===== config.mk =====
export PLATFORM = sky130hd
export DESIGN_NAME = uart_tx_arbiter
export DESIGN_NICKNAME = d
export VERILOG_FILES = /design/src/rtl/uart_arb_pkg.sv /design/src/rtl/rr_pick.sv /design/src/rtl/uart_tx_arbiter.sv
export SDC_FILE = /design/constraint.sdc
export NUM_CORES = 1
export LEC_CHECK = 0
export ABC_CLOCK_PERIOD_IN_PS = 3000
export CORE_MARGIN = 2
export CORE_UTILIZATION = 35
export DETAILED_ROUTE_END_ITERATION = 10
export GPL_TIMING_DRIVEN = 0
export HOLD_SLACK_MARGIN = 0.12
export PLACE_DENSITY_LB_ADDON = 0.12
export SYNTH_ARGS = -nofsm -noshare
export SYNTH_HDL_FRONTEND = slang
export SYNTH_SLANG_ARGS = --single-unit

===== constraint.sdc =====
create_clock -name clk -period 3 [get_ports clk]
set_input_delay 0.6 -clock clk [delete_from_list [all_inputs] [get_ports clk]]
set_output_delay 0.6 -clock clk [all_outputs]
set_load 0.01 [all_outputs]

===== src/rtl/uart_arb_pkg.sv =====
// Shared types and helpers for the uart_tx message arbiter.
//   arb_state_t : arbiter FSM state (IDLE, BUSY)
//   id_width(n) : index width for n items, never less than 1
package uart_arb_pkg;

   typedef enum logic {
      IDLE = 1'b0,
      BUSY = 1'b1
   } arb_state_t;

   function automatic int unsigned id_width(input int unsigned n);
      return (n <= 2) ? 1 : int'($clog2(n));
   endfunction

endpackage


===== src/rtl/rr_pick.sv =====
// Combinational round-robin picker: first set request at or after ptr, wrapping.
//   req  in   N   request vector
//   ptr  in   IW  search start index
//   any  out  1   at least one request set
//   idx  out  IW  chosen index (0 when none)
module rr_pick
   import uart_arb_pkg::*;
#(
   parameter int unsigned N = 4,
   localparam int unsigned IW = id_width(N)
) (
   input  logic [N-1:0]  req,
   input  logic [IW-1:0] ptr,
   output logic          any,
   output logic [IW-1:0] idx
);

   logic [N-1:0]   mask;
   logic [2*N-1:0] dbl;

   // Lower copy keeps only requests at/after ptr; upper copy supplies the wrapped ones.
   always_comb begin
      for (int i = 0; i < N; i++) begin
         mask[i] = (i >= int'(ptr));
      end
      dbl = {req, req & mask};
      any = |req;
      idx = '0;
      // Descending scan so the lowest set position of the doubled vector wins.
      for (int i = 2*N-1; i >= 0; i--) begin
         if (dbl[i]) begin
            idx = (i >= int'(N)) ? IW'(i - int'(N)) : IW'(i);
         end
      end
   end

endmodule


===== src/rtl/uart_tx_arbiter.sv =====
// Message-granular round-robin arbiter sharing one uart_tx byte sink.
//   clk, rst          clock, synchronous active-high reset
//   req_data/valid/last/ready   per-requester byte stream (byte i at [i*8+:8])
//   byte_out_data/valid/ready   handshake toward uart_tx byte_in_*
//   grant_valid/grant_id        current sink owner
//   abort_pulse/abort_id        watchdog release of a stalled owner
module uart_tx_arbiter
   import uart_arb_pkg::*;
#(
   parameter int unsigned NUM_REQ        = 4,
   parameter int unsigned TIMEOUT_CYCLES = 0,
   localparam int unsigned IDW  = id_width(NUM_REQ),
   localparam int unsigned CNTW = id_width(TIMEOUT_CYCLES + 1)
) (
   input  logic                 clk,
   input  logic                 rst,
   input  logic [NUM_REQ*8-1:0] req_data,
   input  logic [NUM_REQ-1:0]   req_valid,
   input  logic [NUM_REQ-1:0]   req_last,
   output logic [NUM_REQ-1:0]   req_ready,
   output logic [7:0]           byte_out_data,
   output logic                 byte_out_valid,
   input  logic                 byte_out_ready,
   output logic                 grant_valid,
   output logic [IDW-1:0]       grant_id,
   output logic                 abort_pulse,
   output logic [IDW-1:0]       abort_id
);

   arb_state_t      state, state_nxt;
   logic [IDW-1:0]  ptr, ptr_nxt;
   logic [IDW-1:0]  gid_nxt, abort_id_nxt;
   logic            gv_nxt, abort_nxt;
   logic [CNTW-1:0] wd_cnt, wd_cnt_nxt;

   logic            pick_any;
   logic [IDW-1:0]  pick_idx;
   logic            g_valid, g_last, beat, timeout;
   logic [7:0]      g_data;

   function automatic logic [IDW-1:0] next_id(input logic [IDW-1:0] g);
      return (g == IDW'(NUM_REQ - 1)) ? '0 : g + 1'b1;
   endfunction

   rr_pick #(.N(NUM_REQ)) u_pick (
      .req (req_valid),
      .ptr (ptr),
      .any (pick_any),
      .idx (pick_idx)
   );

   // Owner's stream, selected by the registered grant.
   assign g_valid = req_valid[grant_id];
   assign g_last  = req_last[grant_id];
   assign g_data  = req_data[32'(grant_id)*8 +: 8];
   assign beat    = g_valid & byte_out_ready;
   assign timeout = (TIMEOUT_CYCLES != 0) && !g_valid
                    && (wd_cnt == CNTW'(TIMEOUT_CYCLES - 1));

   // State, grant, pointer and watchdog registers.
   always_ff @(posedge clk) begin
      if (rst) begin
         state       <= IDLE;
         ptr         <= '0;
         wd_cnt      <= '0;
         grant_valid <= 1'b0;
         grant_id    <= '0;
         abort_pulse <= 1'b0;
         abort_id    <= '0;
      end else begin
         state       <= state_nxt;
         ptr         <= ptr_nxt;
         wd_cnt      <= wd_cnt_nxt;
         grant_valid <= gv_nxt;
         grant_id    <= gid_nxt;
         abort_pulse <= abort_nxt;
         abort_id    <= abort_id_nxt;
      end
   end

   // Next-state logic and sink pass-through.
   always_comb begin
      state_nxt      = state;
      ptr_nxt        = ptr;
      wd_cnt_nxt     = '0;
      gv_nxt         = grant_valid;
      gid_nxt        = grant_id;
      abort_nxt      = 1'b0;
      abort_id_nxt   = abort_id;
      req_ready      = '0;
      byte_out_data  = 8'h00;
      byte_out_valid = 1'b0;

      case (state)
         IDLE: begin
            if (pick_any) begin
               state_nxt = BUSY;
               gv_nxt    = 1'b1;
               gid_nxt   = pick_idx;
            end
         end
         BUSY: begin
            byte_out_data       = g_data;
            byte_out_valid      = g_valid;
            req_ready[grant_id] = byte_out_ready;
            if (beat && g_last) begin
               state_nxt = IDLE;
               gv_nxt    = 1'b0;
               ptr_nxt   = next_id(grant_id);
            end else if (timeout) begin
               // Owner went quiet mid-message: free the sink and flag it.
               state_nxt    = IDLE;
               gv_nxt       = 1'b0;
               ptr_nxt      = next_id(grant_id);
               abort_nxt    = 1'b1;
               abort_id_nxt = grant_id;
            end else if (!g_valid && TIMEOUT_CYCLES != 0) begin
               wd_cnt_nxt = wd_cnt + 1'b1;
            end
         end
         default: state_nxt = IDLE;
      endcase
   end

endmodule


==> impl_metrics.json <==
{
  "worst_slew_pin_slew_ns": 0.531,
  "io_buffers": 58,
  "hold_buffers": 0,
  "clk_pin_slew_ns": 0.04,
  "ant_nets": 0,
  "start_util": 0.362,
  "synth_cell_types": 30,
  "critical_path_buf_inv_count": 2,
  "clk_latency_ns": 0.25,
  "crit_path_frequent_cell": "clkdlybuf4s50_1",
  "tns_ns": 0,
  "worstHoldStart": "grant_valid",
  "critPathKind": "input port to output pin",
  "grt_pass1_wl_mm": 3.51,
  "synth_ff_type": "dfxtp_1",
  "rsz0062_at_grt": "false",
  "core_area_um2": 2150,
  "fin_area_um2": 1420,
  "fmax_mhz": 355,
  "hold_end": "grant_valid",
  "grt_overflow": 0,
  "cts_resized": 0,
  "area_growth_pct": 83.1,
  "vias_per_cell": 4.96,
  "routed_wirelength_mm": 2.25,
  "fillers": 173,
  "place_congestion": 0.789,
  "cts_buffers": 3,
  "synth_seq_cells": 6,
  "synth_edf_count": 0,
  "required_ns": 2.40,
  "postSynthCellCount": 80,
  "dieArea_um2": 2610,
  "hp-class": "flip-flop to flip-flop",
  "nets": 192,
  "grt_usage": 0.175,
  "antenna_found_initial": 0,
  "cp_num_cells": 5,
  "drive_gt1_frac": 0.161,
  "ff2ff_setup_slack_ns": 1.38,
  "cts_tree": "done",
  "clockBufferDepth": 2,
  "drc": 0,
  "reg2reg_to": "ptr[0]",
  "vias": 849,
  "hold_path_depth": 2,
  "endpoint_kind": "output pin",
  "r2r-start": "grant_id[1]",
  "die_x_um": 51.1,
  "utilization": 0.662,
  "fin_skew_ns": 0.0104,
  "yosysWarnings": 0,
  "peakVddDrop_uv": 277,
  "period_share": 0.939,
  "cts_sinks": 6,
  "p_per_area_nw_per_um2": 238,
  "synthesis.area_um2": 777,
  "max_slew_margin": 0.643,
  "dpl_cell_area_um2": 1400,
  "wire_per_inst_um": 13.1,
  "die_height_um": 51.1,
  "r2r_cells": 5,
  "num_rows": 17,
  "layoutNonFillerInstCount": 171,
  "cp_cell_sequence": "clkdlybuf4s50_1 -> nor2b_1 -> a211o_2 -> and3_1 -> clkdlybuf4s50_1",
  "final-hold-violation-count": 0,
  "async_flop_share": 0,
  "post-cts-setup-buffer-count": 0,
  "yosysSeqAreaShare": 0.155,
  "grt_max_degree": 11,
  "cp_slowest_stage_delay_ns": 0.49,
  "hpwl_mm": 1.79,
  "critical-path-slowest-cell": "clkdlybuf4s50_1",
  "worstPathMaxFanout": 6,
  "htree_levels": 1,
  "layout_min_cycle_time_ns": 2.82,
  "diodes": 0,
  "max_cap_violations": 0,
  "avgSynthCellArea_um2": 9.71,
  "drt_iter0_markers": 12,
  "place_inst": 168,
  "crit_family": "buffers and inverters",
  "leakagePower_nw": 0.544,
  "start_kind": "input port",
  "cts_root_buffer": "clkbuf_4",
  "status": "finished clean",
  "maxSlewViolCount": 0,
  "multi_input_area_um2": 584,
  "register_area_um2": 120,
  "first_pass_iters": 4,
  "setup_viol": 0,
  "arrival_ns": 2.22,
  "grt_pass1_vias": 806,
  "hold_slack_ns": 0.490,
  "io_pins": 62
}
==> synthesized netlist by cell type, types with 2 or more instances <==
library cell | count | area (µm²)
and2_1 | 8 | 50.1
mux4_2 | 8 | 180
dfxtp_1 | 6 | 120
a21oi_1 | 5 | 25.0
and3_1 | 5 | 31.3
nor2_1 | 5 | 18.8
ha_1 | 4 | 50.1
mux2i_1 | 4 | 40.0
buf_4 | 3 | 22.5
buf_6 | 3 | 33.8
inv_1 | 3 | 11.3
nand2b_1 | 3 | 18.8
clkbuf_1 | 2 | 7.51
nand2_1 | 2 | 7.51
nor2b_1 | 2 | 12.5
nor3b_1 | 2 | 15.0
o21ai_0 | 2 | 10.0
==> metal layers <==
metal	up-vias	wire, µm	GRT usage
met3	2	143	0.0322
li1	416	-	-
met5	-	0	0
met4	0	12	0.0541
met1	399	994	0.215
met2	32	1100	0.305
==> power by group <==
group / switching, mW / internal (mW) / leakage (nW)
clock network: 0.0313 / 0.0454 / 0.0138
logic: 0.0577 / 0.116 / 0.481
registers: 0.00364 / 0.0846 / 0.0493
==> layout make-up <==
cell class              instances  area share
inverters                       3     0.00792
plain buffers                   9      0.0484
clock buffers                   3      0.0158
repair buffers                 58       0.408
flip-flops and latches          6      0.0844
multi-input cells              64       0.411
well taps                      28      0.0246
==> placed cells by master (no fill, tap or decap), types with 2 or more instances in the layout <==
master,netlist,final
mux2i_1,4,4
o21ai_0,2,2
buf_6,3,3
clkbuf_1,2,2
ha_1,4,4
conb_1,1,3
nor2_1,5,5
clkbuf_4,0,3
dfxtp_1,6,6
nor3b_1,2,2
a21oi_1,5,5
buf_4,3,3
and3_1,5,5
inv_1,3,3
clkdlybuf4s50_1,0,58
nand2_1,2,2
and2_1,8,8
nand2b_1,3,3
nor2b_1,2,2
mux4_2,8,8
==> metrics by stage <==
step | power, mW | setup slack [ns]
floorplan | 0.166 | 1.03
global placement | 0.261 | 0.197
detailed placement | 0.264 | 0.192
CTS | 0.340 | 0.187
global route | 0.358 | 0.122
finish | 0.338 | 0.183
==> worst register-to-register path: cells and delay by family (launching register included) <==
kind	cells	cell delay (ns)
simple gates	1	0.10
buf+inv	1	0.15
mux	2	0.59
flops	1	0.42
compound gates	1	0.23
==> registers in the layout, indices dropped and copies added (netlist names) <==
signal,count
ptr,2
grant_id,2
state,1
grant_valid,1
==> worst max-delay path by stage <==
| stage | start | to | slack, ns |
|---|---|---|---|
| global route | req_valid[0] | byte_out_valid | 0.12 |
| floorplan | grant_id[0] | byte_out_data[0] | 1.03 |
| global placement | req_valid[0] | byte_out_valid | 0.20 |
| detailed placement | req_valid[0] | byte_out_valid | 0.19 |
| CTS | req_valid[0] | byte_out_valid | 0.19 |
| finish | req_valid[0] | byte_out_valid | 0.18 |
==> cells by family (layout without fill, tap and decap cells) <==
family,after synthesis,in the layout,synth area share
compound gates,12,12,0.129
fa+ha+maj,4,4,0.0644
buf+inv,12,73,0.103
flops,6,6,0.155
mux,13,13,0.303
other cells,1,3,0.00483
simple gates,32,32,0.242
(Power assumes the default switching activity.)
